**config.mk**
```make
export PLATFORM = sky130hd
export DESIGN_NAME = onehot_encoder_pipe
export DESIGN_NICKNAME = d
export VERILOG_FILES = /design/src/rtl/onehot_encoder_pipe_pkg.sv /design/src/rtl/onehot_encoder_pipe_check_enc.sv /design/src/rtl/onehot_encoder_pipe.sv
export SDC_FILE = /design/constraint.sdc
export NUM_CORES = 1
export LEC_CHECK = 0
export ABC_AREA = 1
export BUFFER_PORTS_ARGS = -buffer_cell sky130_fd_sc_hd__buf_2
export CAP_MARGIN = 20
export CORE_MARGIN = 2
export CORE_UTILIZATION = 31
export CTS_CLUSTER_DIAMETER = 100
export CTS_CLUSTER_SIZE = 40
export DETAILED_ROUTE_END_ITERATION = 8
export GPL_ROUTABILITY_DRIVEN = 0
export PLACE_DENSITY = 0.62
export SLEW_MARGIN = 20
export SYNTH_ARGS = -nofsm -noshare
export SYNTH_HDL_FRONTEND = slang
export SYNTH_SLANG_ARGS = --single-unit
```
**constraint.sdc**
```tcl
create_clock -name clk -period 2.2 [get_ports clk]
set_input_delay 0.55 -clock clk [delete_from_list [all_inputs] [get_ports clk]]
set_output_delay 0.55 -clock clk [all_outputs]
set_load 0.02 [all_outputs]
```
**src/rtl/onehot_encoder_pipe_pkg.sv**
```systemverilog
// Shared widths, buffer state encoding and result record for the one-hot encoder pipe.
// Also provides the constant bit masks used by the index OR-tree.
package onehot_encoder_pipe_pkg;

    localparam int DIN_W    = 32;
    localparam int DOUT_W   = 5;
    localparam int ERRCNT_W = 8;

    typedef enum logic [1:0] {
        EMPTY = 2'd0,
        ONE   = 2'd1,
        FULL  = 2'd2
    } buf_state_t;

    typedef struct packed {
        logic              err;
        logic [DOUT_W-1:0] idx;
    } result_t;

    // Mask of every input position whose index has bit b set.
    function automatic logic [DIN_W-1:0] idx_mask(input int b);
        logic [DIN_W-1:0] m;
        m = '0;
        for (int i = 0; i < DIN_W; i++) begin
            m[i] = ((i >> b) & 1) != 0;
        end
        return m;
    endfunction

endpackage

```
**src/rtl/onehot_encoder_pipe_check_enc.sv**
```systemverilog
// Combinational lowest-set-bit encoder with a legality check (exactly one bit set).
// The lowest bit is isolated first so each index bit becomes a plain OR over a fixed mask.
module onehot_check_enc
    import onehot_encoder_pipe_pkg::*;
(
    input  logic [DIN_W-1:0]  din,
    output logic [DOUT_W-1:0] idx,
    output logic              err
);

    logic [DIN_W-1:0] low_bit;

    // Two's-complement trick: keeps only the least significant set bit.
    assign low_bit = din & (~din + 1'b1);

    genvar gi;
    generate
        for (gi = 0; gi < DOUT_W; gi++) begin : g_idx
            localparam logic [DIN_W-1:0] MASK = idx_mask(gi);
            assign idx[gi] = |(low_bit & MASK);
        end
    endgenerate

    // Illegal when empty or when clearing the lowest bit still leaves something set.
    assign err = (din == '0) || ((din & (din - 1'b1)) != '0);

endmodule

```
**src/rtl/onehot_encoder_pipe.sv**
```systemverilog
// Registered 32-to-5 one-hot encoder with valid/ready on both sides, a 2-entry
// output buffer (head drives dout) and a saturating illegal-vector counter.
module onehot_encoder_pipe
    import onehot_encoder_pipe_pkg::*;
(
    input  logic                clk,
    input  logic                rst,
    input  logic                din_valid,
    output logic                din_ready,
    input  logic [DIN_W-1:0]    din,
    output logic                dout_valid,
    input  logic                dout_ready,
    output logic [DOUT_W-1:0]   dout,
    output logic                dout_err,
    output logic [ERRCNT_W-1:0] err_cnt,
    input  logic                err_clr
);

    buf_state_t          state_reg, state_next;
    result_t             head_reg, tail_reg;
    logic                din_ready_reg;
    logic                dout_valid_reg;
    logic [ERRCNT_W-1:0] err_cnt_reg;

    logic                push, pop;
    logic [DOUT_W-1:0]   enc_idx;
    logic                enc_err;
    result_t             enc_res;

    onehot_check_enc u_check_enc (
        .din (din),
        .idx (enc_idx),
        .err (enc_err)
    );

    assign enc_res = '{err: enc_err, idx: enc_idx};

    assign push = din_valid & din_ready_reg;
    assign pop  = dout_valid_reg & dout_ready;

    always_comb begin
        state_next = state_reg;
        case (state_reg)
            EMPTY: if (push) state_next = ONE;
            ONE: begin
                if (push && !pop)      state_next = FULL;
                else if (!push && pop) state_next = EMPTY;
            end
            FULL:    if (pop) state_next = ONE;
            default: state_next = EMPTY;
        endcase
    end

    // Handshake flags are registered from the next state, so din_ready never
    // depends combinationally on dout_ready and stays low throughout reset.
    always_ff @(posedge clk or posedge rst) begin
        if (rst) begin
            state_reg      <= EMPTY;
            din_ready_reg  <= 1'b0;
            dout_valid_reg <= 1'b0;
        end else begin
            state_reg      <= state_next;
            din_ready_reg  <= (state_next != FULL);
            dout_valid_reg <= (state_next != EMPTY);
        end
    end

    always_ff @(posedge clk or posedge rst) begin
        if (rst) begin
            head_reg <= '0;
            tail_reg <= '0;
        end else begin
            case (state_reg)
                EMPTY: if (push) head_reg <= enc_res;
                ONE: begin
                    if (push && pop) head_reg <= enc_res;
                    else if (push)   tail_reg <= enc_res;
                end
                FULL:    if (pop) head_reg <= tail_reg;
                default: ;
            endcase
        end
    end

    // Counted at acceptance; clear wins over a same-cycle increment.
    always_ff @(posedge clk or posedge rst) begin
        if (rst) begin
            err_cnt_reg <= '0;
        end else if (err_clr) begin
            err_cnt_reg <= '0;
        end else if (push && enc_err && (err_cnt_reg != '1)) begin
            err_cnt_reg <= err_cnt_reg + 1'b1;
        end
    end

    assign din_ready  = din_ready_reg;
    assign dout_valid = dout_valid_reg;
    assign dout       = head_reg.idx;
    assign dout_err   = head_reg.err;
    assign err_cnt    = err_cnt_reg;

endmodule

```
==> out/results.txt <==
Worst r2r dst - dout_err$_DFFE_PP0P_
Total GRT Usage - 17.3%
First drt pass iteration count - 6
Unique masters post-synth - 26
Reg2Reg Depth - 8
CTS root buf - clkbuf_8
Nets - 514
HP Class - in -> async
Finish-stage setup viols - 0
TNS Setup - 0 ns
Worst flop-to-flop path startpoint - state_reg[1]$_DFF_PP0_
Net Count, Synth - 427
FF+latch count, synth - 24
Global-route wire length before repair - 11000 um
Antenna diodes - 0
1st-iter DRT viols - 131
Critical-path cell list - buf_2 -> nor2_2 -> nand2_1 -> nor2_4 -> nand2_1 -> nand2_1 -> nand2_1 -> nor2_1 -> nand3_1 -> nor2_2 -> nand2_2 -> buf_4 -> nand4_1 -> nand2_1
Clock latency on the worst-skew pair - 0.27 ns
TritonCTS clock tree - built
Core footprint - 6910 um^2
Flop2flop setup slack - 0.32 ns
RSZ-0062 raised after global routing - false
Layout cells sized above 1 - 24.4%
Io pins - 53
Max-cap violations - 0
Worst clock skew - 0.00393 ns
Largest net degree at the start of global routing - 25
P_leak - 1.61 nW
Sequential area share after synthesis - 26.8%
Power Dens Cells - 536 nW/um^2
Num CTS Buffers - 3
Period utilization - 91.4%
Fmax - 0.498 GHz
Pins Over Slew Limit - 0
DR DRC count - 0
Synth warn - 0
Initial antenna violation count - 0
Vias in the first global route - 2465
Required time worst endpoint - 2.36 ns
Fin crit period - 2.01 ns
Vias per inst - 4.81
Run status - finished clean
Max clock buf depth - 2
Wire per inst - 11.6 um
Hold slack - 0.307 ns
Synthesized area - 2240 um^2
Max incr delay on CP - 0.22 ns
Relative slew slack - 70.0%
Post-route ant nets - 0
Critical path's slowest cell - nor2_4
Cell Rows - 30
Crit Path Max Fanout - 8
Remaining global-route overflow - 0
Largest register FFs - 8
Fin. Hold Viols - 0
DR vias - 2748
Peak VDD IR - 308 uV
CP arrival - 2.17 ns
Crit-path most repeated cell - nand2_1
Initial core utilization - 32.4%
Worst slew pin tran - 0.450 ns
Final Util - 42.5%
Mapped Cells - 389
Port bufs - 52
# clock sinks - 24
Post-DP HPWL - 5530 um
Syn Area/Cell - 5.76 um^2
Die Width - 89.0 um
Critical path class - in -> reg
Final Power - 0.00157 W
Total Wirelength - 6640 um
Total die area - 7920 um^2
CTS clk-pin slew, worst paths - 0.08 ns
Die Y - 89.0 um
Area delta synth->final - 31.0%
Hold Buf Count CTS - 0
Worst setup SP type - input pin
Htree depth - 1
Setup crit end kind - flop
==> power breakdown <==
group          switching (W)  internal (W)  total (W)
clock network       0.000142      0.000160   0.000302
logic               0.000403      0.000236   0.000639
registers          0.0000628      0.000570   0.000633
total               0.000608      0.000966    0.00157
==> logic make-up after synthesis <==
family	share of synthesized area, %
compound gates	10.2
xor+xnor	2.35
fa+ha+maj	0.558
buf+inv	9.21
flops	26.8
mux	0.502
simple gates	50.4
==> worst max-delay path by stage <==
stage,from,endpoint,cells past startpoint
after floorplan,din[2],dout_err$_DFFE_PP0P_,13
after global placement,din[4],err_cnt[7]$_DFFE_PP0P_,14
after detailed placement,din[2],err_cnt[7]$_DFFE_PP0P_,14
after CTS,din[2],err_cnt[5]$_DFFE_PP0P_,14
after global routing,din[4],err_cnt[2]$_DFFE_PP0P_,14
final,din[4],err_cnt[6]$_DFFE_PP0P_,14
==> critical path: cells and delay by family <==
| family | cells | cell delay [ns] |
|---|---|---|
| buf+inv | 2 | 0.29 |
| simple gates | 12 | 1.33 |
==> cells in the mapped netlist <==
cell type	n	area, um^2
o211ai_1	1	7.51
o31ai_1	2	15.0
nand2_1	116	435
dfrtp_1	24	601
and2_1	2	12.5
inv_1	48	180
clkinv_1	1	3.75
nor2_2	4	25.0
a21oi_1	7	35.0
o21ai_1	6	30.0
nor3_1	6	30.0
o21ai_2	1	8.76
nand4_1	16	100
or2_2	2	12.5
nand3b_2	1	11.3
nor2_4	3	33.8
ha_1	1	12.5
a31oi_1	1	6.26
xor2_1	6	52.6
clkbuf_1	3	11.3
nand3_1	32	160
nand2_2	5	31.3
nor2_1	74	278
o21ai_0	25	125
mux2_2	1	11.3
buf_6	1	11.3
==> through the flow <==
step / setup WS, ns / cell area (um^2) / std cells
2_1_floorplan: 0.302 / 2240 / 389
3_3_place_gp: -0.161 / 2840 / 565
3_5_place_dp: -0.194 / 2840 / 565
4_1_cts: 0.0970 / 2890 / 569
5_1_grt: 0.0115 / 2940 / 571
6_report: 0.190 / 2940 / 571
==> cell usage in the layout (no fill, tap or decap), drive strengths merged, types with 2 or more instances in the layout <==
master / instances
nand2: 121
o31ai: 2
or2: 2
xor2: 6
o21ai: 32
a21oi: 7
nand4: 16
dfrtp: 24
nor3: 6
inv: 48
buf: 86
nor2: 81
clkbuf: 4
and2: 2
nand3: 32
==> layer usage <==
layer,track usage (%),vias up,part of all wire [%]
met5,0,-,0
met4,4.21,0,1.7
met3,2.49,13,4.7
met2,29.5,73,47
met1,23.1,1240,46
li1,-,1422,-
==> layout make-up <==
| cell class | instances | area (um^2) |
|---|---|---|
| inverter | 49 | 184 |
| multi-input combinational | 312 | 1460 |
| tap | 96 | 120 |
| timing repair buffer | 86 | 515 |
| sequential | 24 | 601 |
| clock buffer | 4 | 55.1 |
| fill | 784 | 3970 |
==> timing repair <==
action,CTS,global route
resized for setup,0,12
endpoints found under the setup margin,0,9
setup buffers,0,2
Power figures use the tool's default switching activity.
